<file path="src/rtl/mem_port_arbiter.sv">
// mem_port_arbiter
//   Shares the single-port unified instruction/data memory between the IF
//   stage (fetch at PC) and the MEM stage (EX/MEM load/store). MEM wins a
//   conflict unless fetch has waited through MAX_MEM_RUN consecutive MEM
//   grants, in which case fetch is forced through for one cycle. Read data
//   returns one cycle after the grant, tagged to the owning stage.
//
// Ports
//   clk, rst                     clock, asynchronous active-high reset
//   if_req, if_addr              fetch request and PC
//   mem_rd, mem_wr, mem_addr,
//   mem_wdata                    data request from EX/MEM
//   ram_en, ram_we, ram_addr,
//   ram_wdata, ram_rdata         memory port (rdata valid the cycle after a read)
//   if_grant, mem_grant          current owner of the port
//   if_rvalid, if_rdata          returned instruction byte
//   mem_rvalid, mem_rdata        returned load byte
//   stall_if, stall_mem          freeze signals for the losing stage
//   err_rw                       mem_rd and mem_wr asserted together
module mem_port_arbiter #(
  parameter int AW          = 8,
  parameter int DW          = 8,
  parameter int MAX_MEM_RUN = 4
) (
  input  logic          clk,
  input  logic          rst,
  input  logic          if_req,
  input  logic [AW-1:0] if_addr,
  input  logic          mem_rd,
  input  logic          mem_wr,
  input  logic [AW-1:0] mem_addr,
  input  logic [DW-1:0] mem_wdata,
  output logic          ram_en,
  output logic          ram_we,
  output logic [AW-1:0] ram_addr,
  output logic [DW-1:0] ram_wdata,
  input  logic [DW-1:0] ram_rdata,
  output logic          if_grant,
  output logic          mem_grant,
  output logic          if_rvalid,
  output logic [DW-1:0] if_rdata,
  output logic          mem_rvalid,
  output logic [DW-1:0] mem_rdata,
  output logic          stall_if,
  output logic          stall_mem,
  output logic          err_rw
);

  localparam int CW = (MAX_MEM_RUN < 1) ? 1 : $clog2(MAX_MEM_RUN + 1);
  localparam logic [CW-1:0] RUN_MAX = CW'(MAX_MEM_RUN);

  logic [CW-1:0] run_cnt_r;
  logic          rd_if_r;
  logic          rd_mem_r;

  logic          mem_req_s;
  logic          force_if_s;
  logic          if_grant_s;
  logic          mem_grant_s;

  // Grant decision; everything is held low while reset is asserted.
  always_comb begin
    mem_req_s   = 1'b0;
    force_if_s  = 1'b0;
    if_grant_s  = 1'b0;
    mem_grant_s = 1'b0;
    if (rst) begin
      mem_req_s   = 1'b0;
    end else begin
      mem_req_s  = mem_rd | mem_wr;
      // Fetch has waited long enough: let it through this cycle.
      force_if_s = (run_cnt_r == RUN_MAX) & if_req & mem_req_s;
      if (mem_req_s && !force_if_s) begin
        mem_grant_s = 1'b1;
      end else if (if_req) begin
        if_grant_s = 1'b1;
      end else begin
        if_grant_s = 1'b0;
      end
    end
  end

  // Port mux and stall/flag outputs derived from the grant.
  always_comb begin
    ram_addr  = {AW{1'b0}};
    ram_wdata = {DW{1'b0}};
    if (mem_grant_s) begin
      ram_addr  = mem_addr;
      ram_wdata = mem_wdata;
    end else if (if_grant_s) begin
      ram_addr  = if_addr;
      ram_wdata = mem_wdata;
    end else begin
      ram_addr  = {AW{1'b0}};
      ram_wdata = {DW{1'b0}};
    end
  end

  assign if_grant   = if_grant_s;
  assign mem_grant  = mem_grant_s;
  assign ram_en     = if_grant_s | mem_grant_s;
  // A simultaneous rd+wr is executed as a write.
  assign ram_we     = mem_grant_s & mem_wr;
  assign stall_if   = ~rst & if_req & ~if_grant_s;
  assign stall_mem  = mem_req_s & ~mem_grant_s;
  assign err_rw     = ~rst & mem_rd & mem_wr;

  assign if_rvalid  = rd_if_r;
  assign mem_rvalid = rd_mem_r;
  assign if_rdata   = rd_if_r  ? ram_rdata : {DW{1'b0}};
  assign mem_rdata  = rd_mem_r ? ram_rdata : {DW{1'b0}};

  // Read-return tags and the fairness run counter.
  always_ff @(posedge clk or posedge rst) begin
    if (rst) begin
      run_cnt_r <= {CW{1'b0}};
      rd_if_r   <= 1'b0;
      rd_mem_r  <= 1'b0;
    end else begin
      rd_if_r  <= if_grant_s;
      rd_mem_r <= mem_grant_s & ~mem_wr;
      // Counts MEM grants taken while fetch waits; any fetch grant or a
      // cycle without a fetch request restarts the run.
      if (if_grant_s || !if_req) begin
        run_cnt_r <= {CW{1'b0}};
      end else if (mem_grant_s && (run_cnt_r != RUN_MAX)) begin
        run_cnt_r <= run_cnt_r + CW'(1);
      end else begin
        run_cnt_r <= run_cnt_r;
      end
    end
  end

endmodule
</file>
<file path="config.mk">
export PLATFORM = sky130hd
export DESIGN_NAME = mem_port_arbiter
export DESIGN_NICKNAME = d
export VERILOG_FILES = /design/src/rtl/mem_port_arbiter.sv
export SDC_FILE = /design/constraint.sdc
export NUM_CORES = 1
export LEC_CHECK = 0
export BUFFER_PORTS_ARGS = -buffer_cell sky130_fd_sc_hd__buf_2
export CAP_MARGIN = 20
export CORE_ASPECT_RATIO = 1.1
export CORE_MARGIN = 2
export CORE_UTILIZATION = 33
export CTS_BUF_LIST = sky130_fd_sc_hd__clkbuf_4
export CTS_CLUSTER_DIAMETER = 120
export DETAILED_ROUTE_END_ITERATION = 8
export HOLD_SLACK_MARGIN = 0.12
export PLACE_DENSITY = 0.9
export SKIP_LAST_GASP = 1
export SLEW_MARGIN = 20
export SYNTH_ARGS = -nofsm -noshare
export SYNTH_HDL_FRONTEND = slang
export SYNTH_SLANG_ARGS = --single-unit
</file>
<file path="constraint.sdc">
create_clock -name clk -period 2.8 [get_ports clk]
set_input_delay 0.56 -clock clk [delete_from_list [all_inputs] [get_ports clk]]
set_output_delay 0.56 -clock clk [all_outputs]
set_load 0.005 [all_outputs]
</file>
# Word-level counts from Yosys, hierarchy flattened

Cells that the tools add are included.

Memories kept: 0
Output and inout port bits: 41
Register bits: 5
Bits of input ports: 37
Bits in writable memories: 0
ROM bits: 0
Logic and storage cells: 41
Bits in latches: 0

Shift-type cells: 0
Divide/modulo/power cells: 0
Multiply operators: 0
Add/sub/neg operators: 1
Multiplexer cells: 14
Reduce and logical (&&, ||, !) cells: 6
Eq/ne operators: 2
$lt $le $gt $ge: 0
Bitwise operators: 15

Operator list:

| cell                                                          | count |
|---|---|
| 8-bit two-way mux                                             | 6 |
| 1-bit AND                                                     | 9 |
| 1-bit two-way mux                                             | 6 |
| 3-bit two-way mux                                             | 2 |
| 1-bit inverter                                                | 4 |
| 3-bit by 1-bit adder with 3-bit output, second input constant | 1 |
| 3-bit == test, second input constant                          | 1 |
| 3-bit != test, second input constant                          | 1 |
| 1-bit logical AND                                             | 2 |
| 1-bit zero test                                               | 2 |
| 1-bit bitwise OR                                              | 2 |
| 2-bit nonzero test                                            | 1 |
| 1-bit logical OR                                              | 1 |

# Depth between registers and ports, before layout

Gate-level depths: netlist of the first run.

Word-level depth: 10
Depth in mapped cells: 6
Mapped depth without buffers: 5

# Worst setup path before layout of the first run

No wires, ideal clock.

Kind: in2out
Start point: input mem_wr
End point: output ram_addr[0]
Cell stages on the path: 3
Path slack: 0.966 ns
Data arrival time: 1.274 ns
Buffers on the path: 0
Path through: or2_1 -> a21oi_4 -> a22o_1

Word-level cells in the longest chain between the ends: 8
Elaborated cells on any way between the ends: 10
Those cells by class: mux: 6; bitwise: 2; reduce/logical: 2

RTL lines:

| element             | RTL line | RTL |
|---|---|---|
| from (decl)         | 30       | `input logic mem_wr,` |
| 1-bit bitwise OR *  | 70       | `mem_req_s = mem_rd \| mem_wr;` |
| 1-bit AND           | 72       | `force_if_s = (run_cnt_r == RUN_MAX) & if_req & mem_req_s;` |
| 1-bit zero test     | 73       | `if (mem_req_s && !force_if_s) begin` |
| 1-bit logical AND * | 73       |  |
| 1-bit two-way mux * | 73       |  |
| 1-bit two-way mux * | 67       | `if (rst) begin` |
| via if_grant        | 38       | `output logic if_grant,` |
| 8-bit two-way mux * | 90       | `end else if (if_grant_s) begin` |
| 8-bit two-way mux * | 87       | `if (mem_grant_s) begin` |
| to (decl)           | 35       | `output logic [AW-1:0] ram_addr,` |

The timed path passes the listed nets; every way through them passes the cells marked *.

# Worst setup path after layout of the first run

Start point: register run_cnt_r[0]
End point: output ram_addr[5]

Word-level cells in the longest chain between the ends: 9
Elaborated cells on any way between the ends: 11
Those cells by class: eq/ne: 1; mux: 6; bitwise: 2; reduce/logical: 2

RTL lines:

| element                  | RTL line | RTL |
|---|---|---|
| from (decl)              | 52       | `logic [CW-1:0] run_cnt_r;` |
| from (signal assigned)   | 116      | `run_cnt_r <= {CW{1'b0}};` |
| from (signal assigned)   | 125      | `run_cnt_r <= {CW{1'b0}};` |
| from (signal assigned)   | 127      | `run_cnt_r <= run_cnt_r + CW'(1);` |
| 3-bit == test *          | 72       |  |
| 1-bit AND * (2 in a row) | 72       |  |
| 1-bit zero test *        | 73       |  |
| 1-bit logical AND *      | 73       |  |
| 1-bit two-way mux        | 73       |  |
| 1-bit two-way mux        | 67       |  |
| 8-bit two-way mux        | 90       |  |
| 8-bit two-way mux *      | 87       |  |

Every way passes the cells marked *; elsewhere a longest branch is shown, timed or not.

==> results of run 1 <==
## Yosys cell counts, drive strengths merged
cell	n	area, um2
a21o	1	7.51
nand4b	1	8.76
nand2	3	11.3
o21ba	1	10.0
nand2b	1	6.26
nor2	2	7.51
inv	3	11.3
a21oi	2	21.3
a32o	1	10.0
nor2b	1	6.26
o21a	1	7.51
buf	1	11.3
and2	25	156
dfrtp	5	125
and3	4	25.0
nand3	1	5.00
or2	1	6.26
o21ai	1	5.00
ha	2	25.0
a22o	8	70.1
## layer usage
metal  part of all wire [%]  vias up
met5                      0        -
met3                     14        2
met2                     50       60
li1                       -      385
met1                     35      337
met4                   0.82        0
## report_power, final
group	total, mW	switching, mW	internal (mW)
registers	0.0789	0.00326	0.0756
clock network	0.0922	0.0288	0.0635
logic	0.0935	0.0401	0.0534
## cells by family after synthesis
logic type / share of synthesized area, %
AND/OR/NAND/NOR: 43.4
AO/OA/AOI/OAI: 24.5
flip-flops: 23.3
buffers and inverters: 4.20
adder cells (fa/ha/maj): 4.66
## metrics by stage
stage	instances	total power, mW	setup slack [ps]	utilization, %	hold slack [ps]
finish	162	0.265	549	62.5	291
global route	162	0.285	445	62.5	310
CTS	162	0.268	539	62.5	291
detailed placement	158	0.174	653	60.6	546
global placement	158	0.172	698	60.6	531
floorplan	65	0.121	966	-	365
## final cells by class
cell class | count | area (um2) | share of cell area [%]
Sequential cell | 5 | 125 | 13.0
Clock buffer | 4 | 30.0 | 3.12
Tap cell | 17 | 21.3 | 2.21
Inverter | 3 | 11.3 | 1.17
Multi-Input combinational cell | 56 | 389 | 40.4
Timing Repair Buffer | 77 | 385 | 40.1
## state kept, by name, indices dropped and copies added, names as in the netlist
register and flops:
mem_rvalid 1, if_rvalid 1, run_cnt_r 3
## worst max-delay path, stage by stage (launching register included)
cell and delay [ps]:
dfrtp_1 390, inv_1 80, ha_1 190, nand3_1 110
and2_1 280, a22o_1 270, buf_2 120
## worst max path at each step
| stage | slack [ps] | from | depth (start not counted) | end |
|---|---|---|---|---|
| after floorplan | 970 | mem_wr | 3 | ram_addr[0] |
| after global placement | 700 | rst | 5 | ram_addr[0] |
| after detailed placement | 650 | rst | 5 | ram_addr[5] |
| after CTS | 540 | run_cnt_r[0] | 6 | ram_addr[5] |
| after global routing | 450 | run_cnt_r[0] | 6 | ram_addr[3] |
| final | 550 | run_cnt_r[0] | 6 | ram_addr[5] |
==> flow_summary_export.csv, run 1 <==
group,metric,value,unit
placed_design,dpl_cell_area,932,um2
critical_path,cp.arrival,1690,ps
clock_tree,cts_tree,"yes",
synthesis,ys_types,21,
floorplan,core_region_area,0.00154,mm2
grt,track_usage,16.5,%
cells_and_area,drive_gt1_share,56.6,%
cells_and_area,fillers,135,
cells_and_area,antenna_cells,0,
placed_design,routabilityCongestion,0.768,
route,viasPerCell,4.84,
synthesis,netlist_area,537,um2
placed_design,dp_hpwl,1.49,mm
job,drv_cap,0,
synthesis,yosysSeqAreaShare,23.3,%
route,wire_per_inst,10.6,um
timing,period_share,80.4,%
timing,clock.fmax,444,MHz
placed_design,portBuffers,77,
route,drc,0,
pwr,vdd_drop_max,0.213,mV
clock_tree,cts_hold_buf,0,
floorplan,rows,15,
cells_and_area,fin_nets,185,
grt,grt_pass1_wl,2.46,mm
clock_tree,cts_sinks,5,
critical_path,critPathRequiredTime,2240,ps
clock_tree,cts-root-buf,"clkbuf_4",
route,vias,784,
status,outcome,"completed",
synthesis,ys_warn_count,0,
clock_tree,path_clk_slew,40,ps
critical_path,cp-end-kind,"output port",
timing,worst_slew_pin_slew,334,ps
floorplan,initial_utilization,34.9,%
synthesis,synthCells,65,
grt,met2_usage,31.7,%
critical_path,crit_path_start_kind,"register",
min_path,hp-class,"input port to asynchronous set/reset pin",
cells_and_area,area_growth,79.3,%
grt,grt_busiest_layer,"met2",
floorplan,chipWidth,42.5,um
clock_tree,cts_buffers,3,
timing,skew,2.31,ps
cells_and_area,design_area,962,um2
critical_path,path_class,"register to output port",
route,ant_nets,0,
timing,drv_slew,0,
critical_path,r2r_start,"run_cnt_r[0]",
timing,max_slew_margin,77.7,%
grt,grt_max_degree,11,
route,totalWireLength,1.71,mm
grt,overflow,0,
clock_tree,cts_resized,0,
pwr,power.density,275,mW/mm2
grt,grt_pass1_vias,625,
cells_and_area,most-common-layout-cells,"77 x buf_2, 25 x and2_1, 8 x a22o_1, 5 x dfrtp_1",
grt,grt_use_met1,17.2,%
clock_tree,clockBufferDepth,2,
timing,finalCriticalPeriod,2250,ps
timing,rsz0062_at_grt,"false",
critical_path,critical_path.max_fanout,10,
synthesis,syn_nets,104,
critical_path,regToRegSetupSlack,1430,ps
critical_path,r2r.worst_path.cells,5,
timing,fin_tns_setup,0,ps
critical_path,r2r-end,"mem_rvalid",
floorplan,ioPinCount,78,
pwr,p_leak,0.623,nW
route,firstDrtPassIters,4,
floorplan,die_height,46.3,um
clock_tree,cts_max_level,1,
synthesis,syn_avg_cell_area,8.26,um2
grt,grtUsageMet3,5.10,%
grt,antenna_found_initial,0,
synthesis,ys_ff_latch,5,
floorplan,die_area,0.00197,mm2
timing,hold_viol_final,0,
clock_tree,clk_latency,240,ps
timing,setup_viol,0,
clock_tree,post_cts_buffers,0,
cells_and_area,layout_commonest_cell,"buf_2",
route,drtIter0Drc,10,
Power figures use the tool's default switching activity.
==> run 2, diff against run 1 <==
Settings changed: CORE_UTILIZATION 33 to 27, PLACE_DENSITY 0.9 to 0.79.
Clock period 2.8 ns to 1.9 ns, I/O delays scaled along.
==> flow_summary_export.csv, run 2 (synthesis results as in run 1) <==
group,metric,value,unit
route,drc,0,
job,drv_cap,0,
critical_path,cp-end-kind,"output port",
cells_and_area,largest_reg_flops,3,
route,viasPerCell,4.60,
timing,rsz0062_at_grt,"true",
timing,drv_slew,0,
critical_path,path_class,"register to output port",
clock_tree,clk_latency,250,ps
critical_path,cpMaxStageDelayCell,"dfrtp_1",
pwr,p_leak,0.673,nW
floorplan,rows,16,
clock_tree,cts_tree,"yes",
grt,track_usage,19.4,%
timing,clock.fmax,523,MHz
clock_tree,clockBufferDepth,2,
grt,overflow,0,
critical_path,slowest_delay,390,ps
floorplan,die_height,50.8,um
pwr,power.density,398,mW/mm2
critical_path,critPathRequiredTime,1520,ps
floorplan,die_area,0.00236,mm2
status,failed_checks,"setup timing",
cells_and_area,layout_commonest_cell,"buf_2",
timing,finalCriticalPeriod,1910,ps
floorplan,core_region_area,0.00182,mm2
timing,timing.final.ws_setup,-10.9,ps
clock_tree,cts-root-buf,"clkbuf_4",
critical_path,critical_path.max_fanout,5,
timing,period_share,101,%
floorplan,initial_utilization,29.5,%
grt,grt_max_degree,10,
cells_and_area,most-common-layout-cells,"77 x buf_2, 24 x and2_1, 8 x a22o_1, 7 x buf_4, 5 x dfrtp_1",
grt,antenna_found_initial,0,
floorplan,ioPinCount,78,
status,outcome,"finished with violations",
cells_and_area,drive_gt1_share,63.6,%
pwr,power.total,433,uW
placed_design,dp_hpwl,1.78,mm
timing,skew,0.970,ps
cells_and_area,antenna_cells,0,
floorplan,chipWidth,46.5,um
critical_path,cp_num_buf_inv,2,
route,drtIter0Drc,13,
min_path,hp-class,"input port to asynchronous set/reset pin",
critical_path,crit_path_start_kind,"register",
cells_and_area,fin_nets,194,
route,firstDrtPassIters,4,
clock_tree,cts_max_level,1,
cells_and_area,final_cells,181,
cells_and_area,multi_input_area,450,um2
timing,max_slew_margin,79.8,%
grt,grt_pass1_vias,703,
timing,hold_viol_final,0,
cells_and_area,fillers,167,
route,totalWireLength,2.34,mm
pwr,vdd_drop_max,0.319,mV
clock_tree,path_clk_slew,40,ps
cells_and_area,seqCellArea,125,um2
critical_path,crit_family,"flip-flops",
placed_design,routabilityCongestion,0.879,
route,ant_nets,0,
grt,grt_pass1_wl,3.24,mm
clock_tree,cts_sinks,5,
timing,setup_viol,1,
cells_and_area,regMostFlops,"run_cnt_r",
timing,worst_slew_pin_slew,303,ps
route,wire_per_inst,13.0,um
route,vias,833,
critical_path,cp.arrival,1530,ps
critical_path,path_cells,"inv_2, ha_4, nand3_4, and2_4, a22o_1, buf_2",
cells_and_area,area_growth,103,%
placed_design,dp.cells,169,
clock_tree,cts_buffers,3,
placed_design,portBuffers,77,
-- run 2: changes by cell type in the layout (fill, tap and decap cells not counted), sizes merged --
| cell | before | now |
|---|---|---|
| a21oi | 2 | 3 |
| and2 | 25 | 26 |
| buf | 77 | 84 |
-- run 2: area by class of cell --
cell class,instances,share of cell area [%]
multi-input cells,58,41.4
repair buffers,84,40.2
flip-flops and latches,5,11.5
well taps,27,3.10
clock buffers,4,2.76
inverters,3,1.03
-- run 2: final timing paths --
kind / cells past startpoint / from / slack, ps / end
max: 6 / run_cnt_r[0] / -10 / ram_addr[7]
min: 3 / rst / 180 / run_cnt_r[1]
max reg2reg: 6 / run_cnt_r[0] / 610 / mem_rvalid
min reg2reg: 2 / run_cnt_r[1] / 650 / run_cnt_r[1]
max in group asynchronous: 3 / rst / 1600 / mem_rvalid
min in group clk: 2 / mem_wr / 330 / mem_rvalid
-- run 2: worst min-delay path, stage by stage --
cell,delay [ps]
buf_2,130
inv_1,90
buf_4,160
-- run 2: per-stage QoR --
stage | worst slack, ps | hold WS [ps] | instance area, um2 | setup TNS [ps] | util, %
after global routing | -58.2 | 178 | 1090 | -308 | 59.8
final | -10.9 | 181 | 1090 | -10.9 | 59.8
after detailed placement | 13.8 | 418 | 952 | 0 | 52.3
after CTS | 9.68 | 148 | 1070 | 0 | 58.6
after floorplan | 290 | 185 | 537 | 0 | -
after global placement | 82.7 | 411 | 952 | 0 | 52.3
-- run 2: what timing repair did --
action | in CTS | in global routing
hold endpoints to repair | 0 | 0
pin swaps | 4 | 9
resized for setup | 11 | 2
setup endpoints to repair | 10 | 9
setup buffers | 4 | 2
hold buffers | 0 | 0
cloned | 2 | 0
-- run 2: metal layers --
metal / wire [um] / GRT usage [%] / part of all wire (%)
met5: 0 / 0 / 0
met4: 32 / 5.71 / 1.4
met3: 312 / 9.71 / 13
met2: 1090 / 33.1 / 47
met1: 908 / 20.3 / 39
-- run 2: power by group --
group	switching [mW]	internal (mW)	total, mW	leakage [nW]
Clock	0.0498	0.0940	0.144	0.0184
Sequential	0.00496	0.111	0.116	0.0678
Combinational	0.0750	0.0978	0.173	0.586
